--- src/rtl/wb_stage.sv ---
// Pipeline write-back stage: holds the MEM instruction for one cycle and extracts load data.
// It drives the register-file write port and counts retired instructions.
module wb_stage #(
   parameter int unsigned data_size = 32
) (
   input  logic                 clk,
   input  logic                 rst,
   input  logic                 Istall,
   input  logic                 Dstall,
   input  logic                 wfi_stall,
   input  logic                 mem_valid,
   input  logic [4:0]           mem_rd_addr,
   input  logic                 mem_rf_write,
   input  logic                 mem_to_reg,
   input  logic [2:0]           mem_funct3,
   input  logic [data_size-1:0] mem_alu_result,
   input  logic [data_size-1:0] mem_load_data,
   output logic [4:0]           write_addr,
   output logic [data_size-1:0] write_data,
   output logic                 RF_write,
   output logic                 wb_valid,
   output logic                 load_misalign,
   output logic [63:0]          instret
);

   localparam int unsigned RegW = 5;
   localparam int unsigned CntW = 64;

   localparam logic [2:0] F3_LB  = 3'b000;
   localparam logic [2:0] F3_LH  = 3'b001;
   localparam logic [2:0] F3_LW  = 3'b010;
   localparam logic [2:0] F3_LBU = 3'b100;
   localparam logic [2:0] F3_LHU = 3'b101;

   logic                 stall;
   logic                 valid_q;
   logic [RegW-1:0]      rd_q;
   logic                 rf_write_q;
   logic                 to_reg_q;
   logic [2:0]           funct3_q;
   logic [data_size-1:0] alu_q;
   logic [data_size-1:0] load_q;
   logic [CntW-1:0]      instret_q;
   logic [CntW-1:0]      instret_d;

   logic [1:0]           off;
   logic [4:0]           byte_lsb;
   logic [4:0]           half_lsb;
   logic [7:0]           byte_sel;
   logic [15:0]          half_sel;
   logic [data_size-1:0] ext_data;
   logic                 bad;
   logic                 bad_load;
   logic                 retire;

   assign stall = Istall | Dstall | wfi_stall;

   // WB pipeline registers; the whole stage freezes while any stall is requested
   always_ff @(posedge clk or negedge rst) begin
      if (!rst) begin
         valid_q    <= 1'b0;
         rd_q       <= '0;
         rf_write_q <= 1'b0;
         to_reg_q   <= 1'b0;
         funct3_q   <= '0;
         alu_q      <= '0;
         load_q     <= '0;
         instret_q  <= '0;
      end else if (!stall) begin
         valid_q    <= mem_valid;
         rd_q       <= mem_rd_addr;
         rf_write_q <= mem_rf_write;
         to_reg_q   <= mem_to_reg;
         funct3_q   <= mem_funct3;
         alu_q      <= mem_alu_result;
         load_q     <= mem_load_data;
         instret_q  <= instret_d;
      end
   end

   assign off      = alu_q[1:0];
   assign byte_lsb = {off, 3'b000};
   assign half_lsb = {off[1], 4'b0000};
   assign byte_sel = load_q[byte_lsb +: 8];
   assign half_sel = load_q[half_lsb +: 16];

   // Load extraction and legality by funct3 and byte offset
   always_comb begin
      ext_data = '0;
      bad      = 1'b0;
      case (funct3_q)
         F3_LB:  ext_data = {{(data_size-8){byte_sel[7]}}, byte_sel};
         F3_LH: begin
            ext_data = {{(data_size-16){half_sel[15]}}, half_sel};
            bad      = off[0];
         end
         F3_LW: begin
            ext_data = load_q;
            bad      = (off != 2'b00);
         end
         F3_LBU: ext_data = {{(data_size-8){1'b0}}, byte_sel};
         F3_LHU: begin
            ext_data = {{(data_size-16){1'b0}}, half_sel};
            bad      = off[0];
         end
         default: bad = 1'b1;
      endcase
   end

   assign bad_load = to_reg_q & bad;
   assign retire   = valid_q & ~bad_load;
   assign instret_d = instret_q + CntW'(retire);

   assign wb_valid      = valid_q;
   assign write_addr    = rd_q;
   assign write_data    = bad_load ? '0 : (to_reg_q ? ext_data : alu_q);
   assign RF_write      = valid_q & rf_write_q & (rd_q != '0) & ~bad_load & ~stall;
   assign load_misalign = valid_q & bad_load & ~stall;
   assign instret       = instret_q;

endmodule

--- config.mk ---
export PLATFORM = sky130hd
export DESIGN_NAME = wb_stage
export DESIGN_NICKNAME = d
export VERILOG_FILES = /design/src/rtl/wb_stage.sv
export SDC_FILE = /design/constraint.sdc
export NUM_CORES = 1
export LEC_CHECK = 0
export BUFFER_PORTS_ARGS = -buffer_cell sky130_fd_sc_hd__buf_4
export CORE_MARGIN = 2
export CORE_UTILIZATION = 53
export CTS_CLUSTER_DIAMETER = 50
export DETAILED_ROUTE_END_ITERATION = 6
export HOLD_SLACK_MARGIN = 0.12
export PLACE_DENSITY = 0.8
export SLEW_MARGIN = 20
export SYNTH_ARGS = -nofsm -noshare
export SYNTH_HDL_FRONTEND = slang
export SYNTH_SLANG_ARGS = --single-unit
--- constraint.sdc ---
create_clock -name clk -period 3.9 [get_ports clk]
set_input_delay 0.78 -clock clk [delete_from_list [all_inputs] [get_ports clk]]
set_output_delay 0.78 -clock clk [all_outputs]
set_load 0.01 [all_outputs]
Yosys cells after proc, flatten, opt, wreduce, memory -nomap -nowiden
Cells that the tools add are included.
- register bits: 139
- output and inout port bits: 104
- logic and storage cells: 36
- $add $sub $neg: 1
- eq/ne operators: 4
- shifts and indexed selects: 2
- mux-type cells: 4
- bitwise logic cells: 12
- reduce and logical (&&, ||, !) cells: 5
- operators with widths (cell ; count):
    one-hot mux 32 bit (5 select lines) ; 1
    adder 64 x 1 -> 64 bit ; 1
    two-way mux 32 bit ; 2
    indexed part select 32 x 6 -> 16 bit ; 1
    indexed part select 32 x 6 -> 8 bit ; 1
    AND 1 bit ; 8
    == test 3 bit, second input constant ; 2
    nonzero test 5 bit ; 1
    OR reduction 2 bit ; 2
    == test 3 x 1 -> 1 bit, second input constant ; 1
    == test 3 x 2 -> 1 bit, second input constant ; 1
    zero test 3 bit ; 1
    one-hot mux 1 bit (3 select lines) ; 1
    inverter 1 bit ; 2
    OR 1 bit ; 2
    nonzero test 2 bit ; 1

Longest topological paths before layout
- word-level depth: 7
- depth in mapped cells: 11

Least setup slack after synthesis
OpenSTA, ideal clock, no wires.
- path type: register to register
- from: reg alu_q[0]
- to: reg instret_q[48], in the netlist instret[48]
- library setup time: 79 ps
- arrival time: 2599 ps
- data required time: 3821 ps
- slack: 1222 ps
- stages on the path, launching flop included: 12
- buffers on the path: 1
- period minus slack after synthesis: 2678 ps
- cells stage by stage: dfrtp_1 clkbuf_1 o31a_1 o22a_1 a21boi_0 ha_1 ha_1 nand3_1 nor4_4 nand4_4 nor3_1 xor2_1
- cells in the longest elaborated chain, start to end: 6
- ends and longest elaborated chain (element ; RTL line ; text):
    from (decl) ; 41 ; logic [data_size-1:0] alu_q;
    from (signal assigned) ; 75 ; alu_q <= mem_alu_result;
    nonzero test 2 bit ; 99 ; bad = (off != 2'b00);
    one-hot mux 1 bit (3 select lines) (*) ; 91 ; case (funct3_q)
    AND 1 bit (*) ; 110 ; assign bad_load = to_reg_q & bad;
    inverter 1 bit (*) ; 111 ; assign retire = valid_q & ~bad_load;
    AND 1 bit (*) ; 111 ;
    adder 64 x 1 -> 64 bit (*) ; 112 ; assign instret_d = instret_q + CntW'(retire);
    to (signal assigned) ; 77 ; instret_q <= instret_d;
    to (decl) ; 43 ; logic [CntW-1:0] instret_q;
Mark *: on every way between the ends. The rest lies on a longest branch, timed or not.
A chain may end at the register's enable or synchronous reset.

Final worst setup path
- from: reg alu_q[1]
- to: out write_data[31]
- cells in the longest elaborated chain, start to end: 4
- elaborated cells on any way between the ends: 8
- those cells by class: 2 x shift; 4 x mux; 1 x bitwise; 1 x reduce/logical
- ends and longest elaborated chain (element ; RTL line ; text):
    indexed part select 32 x 6 -> 16 bit, or another cell as far along ; 85 ; assign half_sel = load_q[half_lsb +: 16];
    one-hot mux 32 bit (5 select lines) / one-hot mux 1 bit (3 select lines) (equally long branches) ; 91 ;
    two-way mux 32 bit / AND 1 bit (equally long branches) ; 116, 110 ;
    two-way mux 32 bit (*) ; 116 ; assign write_data = bad_load ? '0 : (to_reg_q ? ext_data : alu_q);
    to (decl) ; 19 ; output logic [data_size-1:0] write_data,
Marks and branches as above.

==> metrics.csv <==
stage,metric,value,unit
run_status,result of the run,"finished, final reports clean",
clocking,CTS H-tree depth,4,
critical_path,cell depth of the worst flop-to-flop path,10,
floorplanning,number of standard-cell rows in the floorplan,40,
logic_synthesis,Post-Syn Nets,805,
global_routing,number of antenna violations at the first check in global routing,0,
timing,Sum Neg Setup Slack,0,ns
routing,"wirelength, routed",18000,µm
timing,count of pins over their slew limit,0,
floorplanning,area inside the core boundary,12200,µm²
place,minimum setup slack after placement,0.620,ns
timing,Final Worst Setup Slack,0.262,ns
clocking,post-CTS setup-driven buffer insertion count,0,
power,"IR drop worst, VDD",0.000358,V
global_routing,number of global-route vias before repair,5865,
logic_synthesis,count of different cell masters after synthesis,46,
logic_synthesis,sequential-to-total area share from yosys stat,52.2,%
critical_path,data arrival time of the critical path,2.86,ns
routing,DR pass1 iterations,5,
global_routing,largest net degree at the start of global routing,117,
place,input/output buffers,183,
clocking,number of CTS-inserted buffers,17,
floorplanning,die width,116,µm
timing,max-slew headroom at the worst pin,27.2,%
hold_path,Hold Crit Class,in2async,
routing,per-cell via count in the routed design,5.61,
global_routing,global-route wire length before repair,28500,µm
cells_and_area,number of filler cells placed in the layout,907,
logic_synthesis,number of warnings printed during yosys synthesis,0,
critical_path,worst setup path endpoint,write_data[31],
clocking,clock-pin slew on the worst setup and hold paths,0.05,ns
power,leakage power summed over all cells,4.46,nW
floorplanning,vertical die dimension,116,µm
timing,transition at the pin with the smallest max-transition slack,1.09,ns
routing,Starting DRT DRC Count,542,
logic_synthesis,dominant register cell in the synthesized netlist,sky130_fd_sc_hd__dfrtp_1,
global_routing,overall global routing resource usage,27.3,%
clocking,total of cells resized after clock tree synthesis,0,
power,power density cells,461,nW/µm²
run,maximum capacitance violations,0,
cells_and_area,fraction of layout cells with a size suffix above 1,26.9,%
logic_synthesis,ys async rst share,100,%
timing,clk_skew,0.00371,ns
timing,number of hold violations in the final report,0,
timing,"Setup violations, final",0,
timing,shortest period the worst path allows,3.64,ns
logic_synthesis,post-synthesis average cell area,9.21,µm²
cells_and_area,NumNets Final,980,
critical_path,internal reg-to-reg setup slack,0.74,ns
logic_synthesis,number of synthesized flops with an enable pin,0,
logic_synthesis,post-synthesis cell type with the largest combined area,sky130_fd_sc_hd__dfrtp_1,
logic_synthesis,post-synth top area share,52.2,%
cells_and_area,total inserted antenna cells,0,
timing,share of the clock period used by the worst path,93.3,%
routing,Residual DRC,0,
critical_path,startpoint class of the critical path,register,
cells_and_area,layout-stage area growth over the synthesis result,31.4,%
clocking,CTS tree,done,
logic_synthesis,main area contributors after synthesis,"sky130_fd_sc_hd__dfrtp_1 (52%), sky130_fd_sc_hd__nand2_1 (11%), sky130_fd_sc_hd__xor2_1 (4.7%)",
critical_path,launch point of the worst path,alu_q[1]$_DFFE_PN0P_,
routing,per-cell routed wire length,16.6,µm
logic_synthesis,post-synthesis instance area,6660,µm²
clocking,number of buffers on the longest clock path,2,
timing,highest achievable clock rate,0.275,GHz
critical_path,start-to-end type of the worst setup path,reg2out,
logic_synthesis,top cells by instance count after synthesis,"sky130_fd_sc_hd__nand2_1 (199), sky130_fd_sc_hd__dfrtp_1 (139), sky130_fd_sc_hd__xor2_1 (36), sky130_fd_sc_hd__inv_1 (35), sky130_fd_sc_hd__nor2_1 (35)",
critical_path,endpoint of the worst register-to-register path,instret[44]$_DFFE_PN0P_,
routing,Antenna Violating Nets Remaining,0,
logic_synthesis,Gate Count Post-Synth,723,
floorplanning,starting utilization of the core area,54.7,%
floorplanning,Die Outline Area,13500,µm²
critical_path,Reg2Reg Launch Point,alu_q[1]$_DFFE_PN0P_,
timing,setup repair after global routing missed its margin,no,
critical_path,sort of element at the end of the critical path,primary output,
logic_synthesis,total of flip-flops plus latches after synthesis,139,
clocking,root buffer selected by CTS,sky130_fd_sc_hd__clkbuf_16,
power,post-route total power,4.04,mW
place,Detailed Place HPWL,12800,µm
clocking,clk sink count,139,
floorplanning,I/O pin cnt,184,
critical_path,highest fanout seen on the critical path,16,
place,GPL Wtd Cong,0.943,
clocking,Skew-Pair Late Insertion Delay,0.41,ns
global_routing,gr ovfl total,0,
critical_path,worst path required time,3.12,ns
routing,total via count in the routed design,6055,
cells_and_area,Final Util,71.9,%
clocking,number of hold buffers added after cts,0,
logic_synthesis,cell with the most instances after synthesis,sky130_fd_sc_hd__nand2_1,
metal layers:
metal	vias up	routed length (µm)	part of all wire, %	global-route usage (%)
met1	2898	7310	41	35.9
met3	37	1430	8.0	6.17
met5	-	0	0	0
met4	0	446	2.5	11.4
met2	326	8770	49	44.0
li1	2794	-	-	-
logic make-up (layout without fill, tap and decap cells):
logic type	after synthesis	after routing	share of synthesized area [%]
adders and majority gates	2	2	0.376
muxes	13	13	2.03
DFF	139	139	52.2
and+or+nand+nor	337	337	23.9
AOI/OAI and AO/OA	101	101	9.28
xor gates and xnor gates	62	62	8.16
buffers and inverters	69	257	4.00
flip-flops by register name, summed over array words and instances (netlist names):
signal and flops:
alu_q 32, funct3_q 3, instret 64, load_q 32, rf_write_q 1, to_reg_q 1, wb_valid 1, write_addr 5
area by class of cell:
class	instances	area, µm²	area share (%)
flip-flops and latches	139	3480	39.8
multi-input cells	515	2930	33.5
inverters	35	131	1.50
well taps	168	210	2.40
clock inverters	8	65.1	0.744
repair buffers	190	1430	16.4
clock buffers	24	502	5.73
critical path: stages, from the launching register on:
cell,delay [ns]
sky130_fd_sc_hd__dfrtp_1,0.69
sky130_fd_sc_hd__mux2_2,0.30
sky130_fd_sc_hd__mux2i_1,0.11
sky130_fd_sc_hd__nor3_2,0.83
sky130_fd_sc_hd__a21oi_1,0.11
sky130_fd_sc_hd__o22ai_1,0.24
sky130_fd_sc_hd__buf_4,0.17
power by group:
| group | total, mW | switching [mW] | internal (mW) |
|---|---|---|---|
| Clock | 1.53 | 0.572 | 0.953 |
| Combinational | 0.796 | 0.429 | 0.367 |
| Sequential | 1.71 | 0.130 | 1.58 |
| Total | 4.04 | 1.13 | 2.90 |
cell usage in the layout, fill, tap and decap left out, types with 9 or more instances in the layout:
| master | netlist | final |
|---|---|---|
| sky130_fd_sc_hd__nand2_1 | 199 | 199 |
| sky130_fd_sc_hd__buf_4 | 0 | 189 |
| sky130_fd_sc_hd__dfrtp_1 | 139 | 139 |
| sky130_fd_sc_hd__xor2_1 | 36 | 36 |
| sky130_fd_sc_hd__inv_1 | 35 | 35 |
| sky130_fd_sc_hd__nor2_1 | 35 | 35 |
| sky130_fd_sc_hd__o21ai_0 | 31 | 31 |
| sky130_fd_sc_hd__o22ai_1 | 30 | 30 |
| sky130_fd_sc_hd__xnor2_1 | 26 | 26 |
| sky130_fd_sc_hd__nand3_1 | 24 | 24 |
| sky130_fd_sc_hd__nor3_1 | 22 | 20 |
| sky130_fd_sc_hd__a21oi_1 | 18 | 18 |
| sky130_fd_sc_hd__nand4_1 | 17 | 17 |
| sky130_fd_sc_hd__clkbuf_16 | 0 | 17 |
| sky130_fd_sc_hd__a221oi_1 | 14 | 14 |
| sky130_fd_sc_hd__mux2i_1 | 9 | 9 |
worst min-delay path by stage:
stage,startpoint,endpoint,slack [ns],cells past startpoint
final,rst,instret[15]$_DFFE_PN0P_,0.47,1
after CTS,alu_q[7]$_DFFE_PN0P_,alu_q[7]$_DFFE_PN0P_,0.48,2
after global routing,instret[63]$_DFFE_PN0P_,instret[63]$_DFFE_PN0P_,0.48,1
after global placement,instret[63]$_DFFE_PN0P_,instret[63]$_DFFE_PN0P_,0.46,1
after detailed placement,alu_q[7]$_DFFE_PN0P_,alu_q[7]$_DFFE_PN0P_,0.46,2
after floorplan,alu_q[7]$_DFFE_PN0P_,alu_q[7]$_DFFE_PN0P_,0.44,2
through the flow:
stage / std cells / cell area [µm²] / hold slack [ns]
2_1_floorplan: 723 / 6660 / 0.442
3_3_place_gp: 1047 / 8170 / 0.459
3_5_place_dp: 1047 / 8170 / 0.463
4_1_cts: 1079 / 8740 / 0.477
5_1_grt: 1079 / 8750 / 0.482
6_report: 1079 / 8750 / 0.475
No activity file was read; power rests on OpenSTA's default activity.
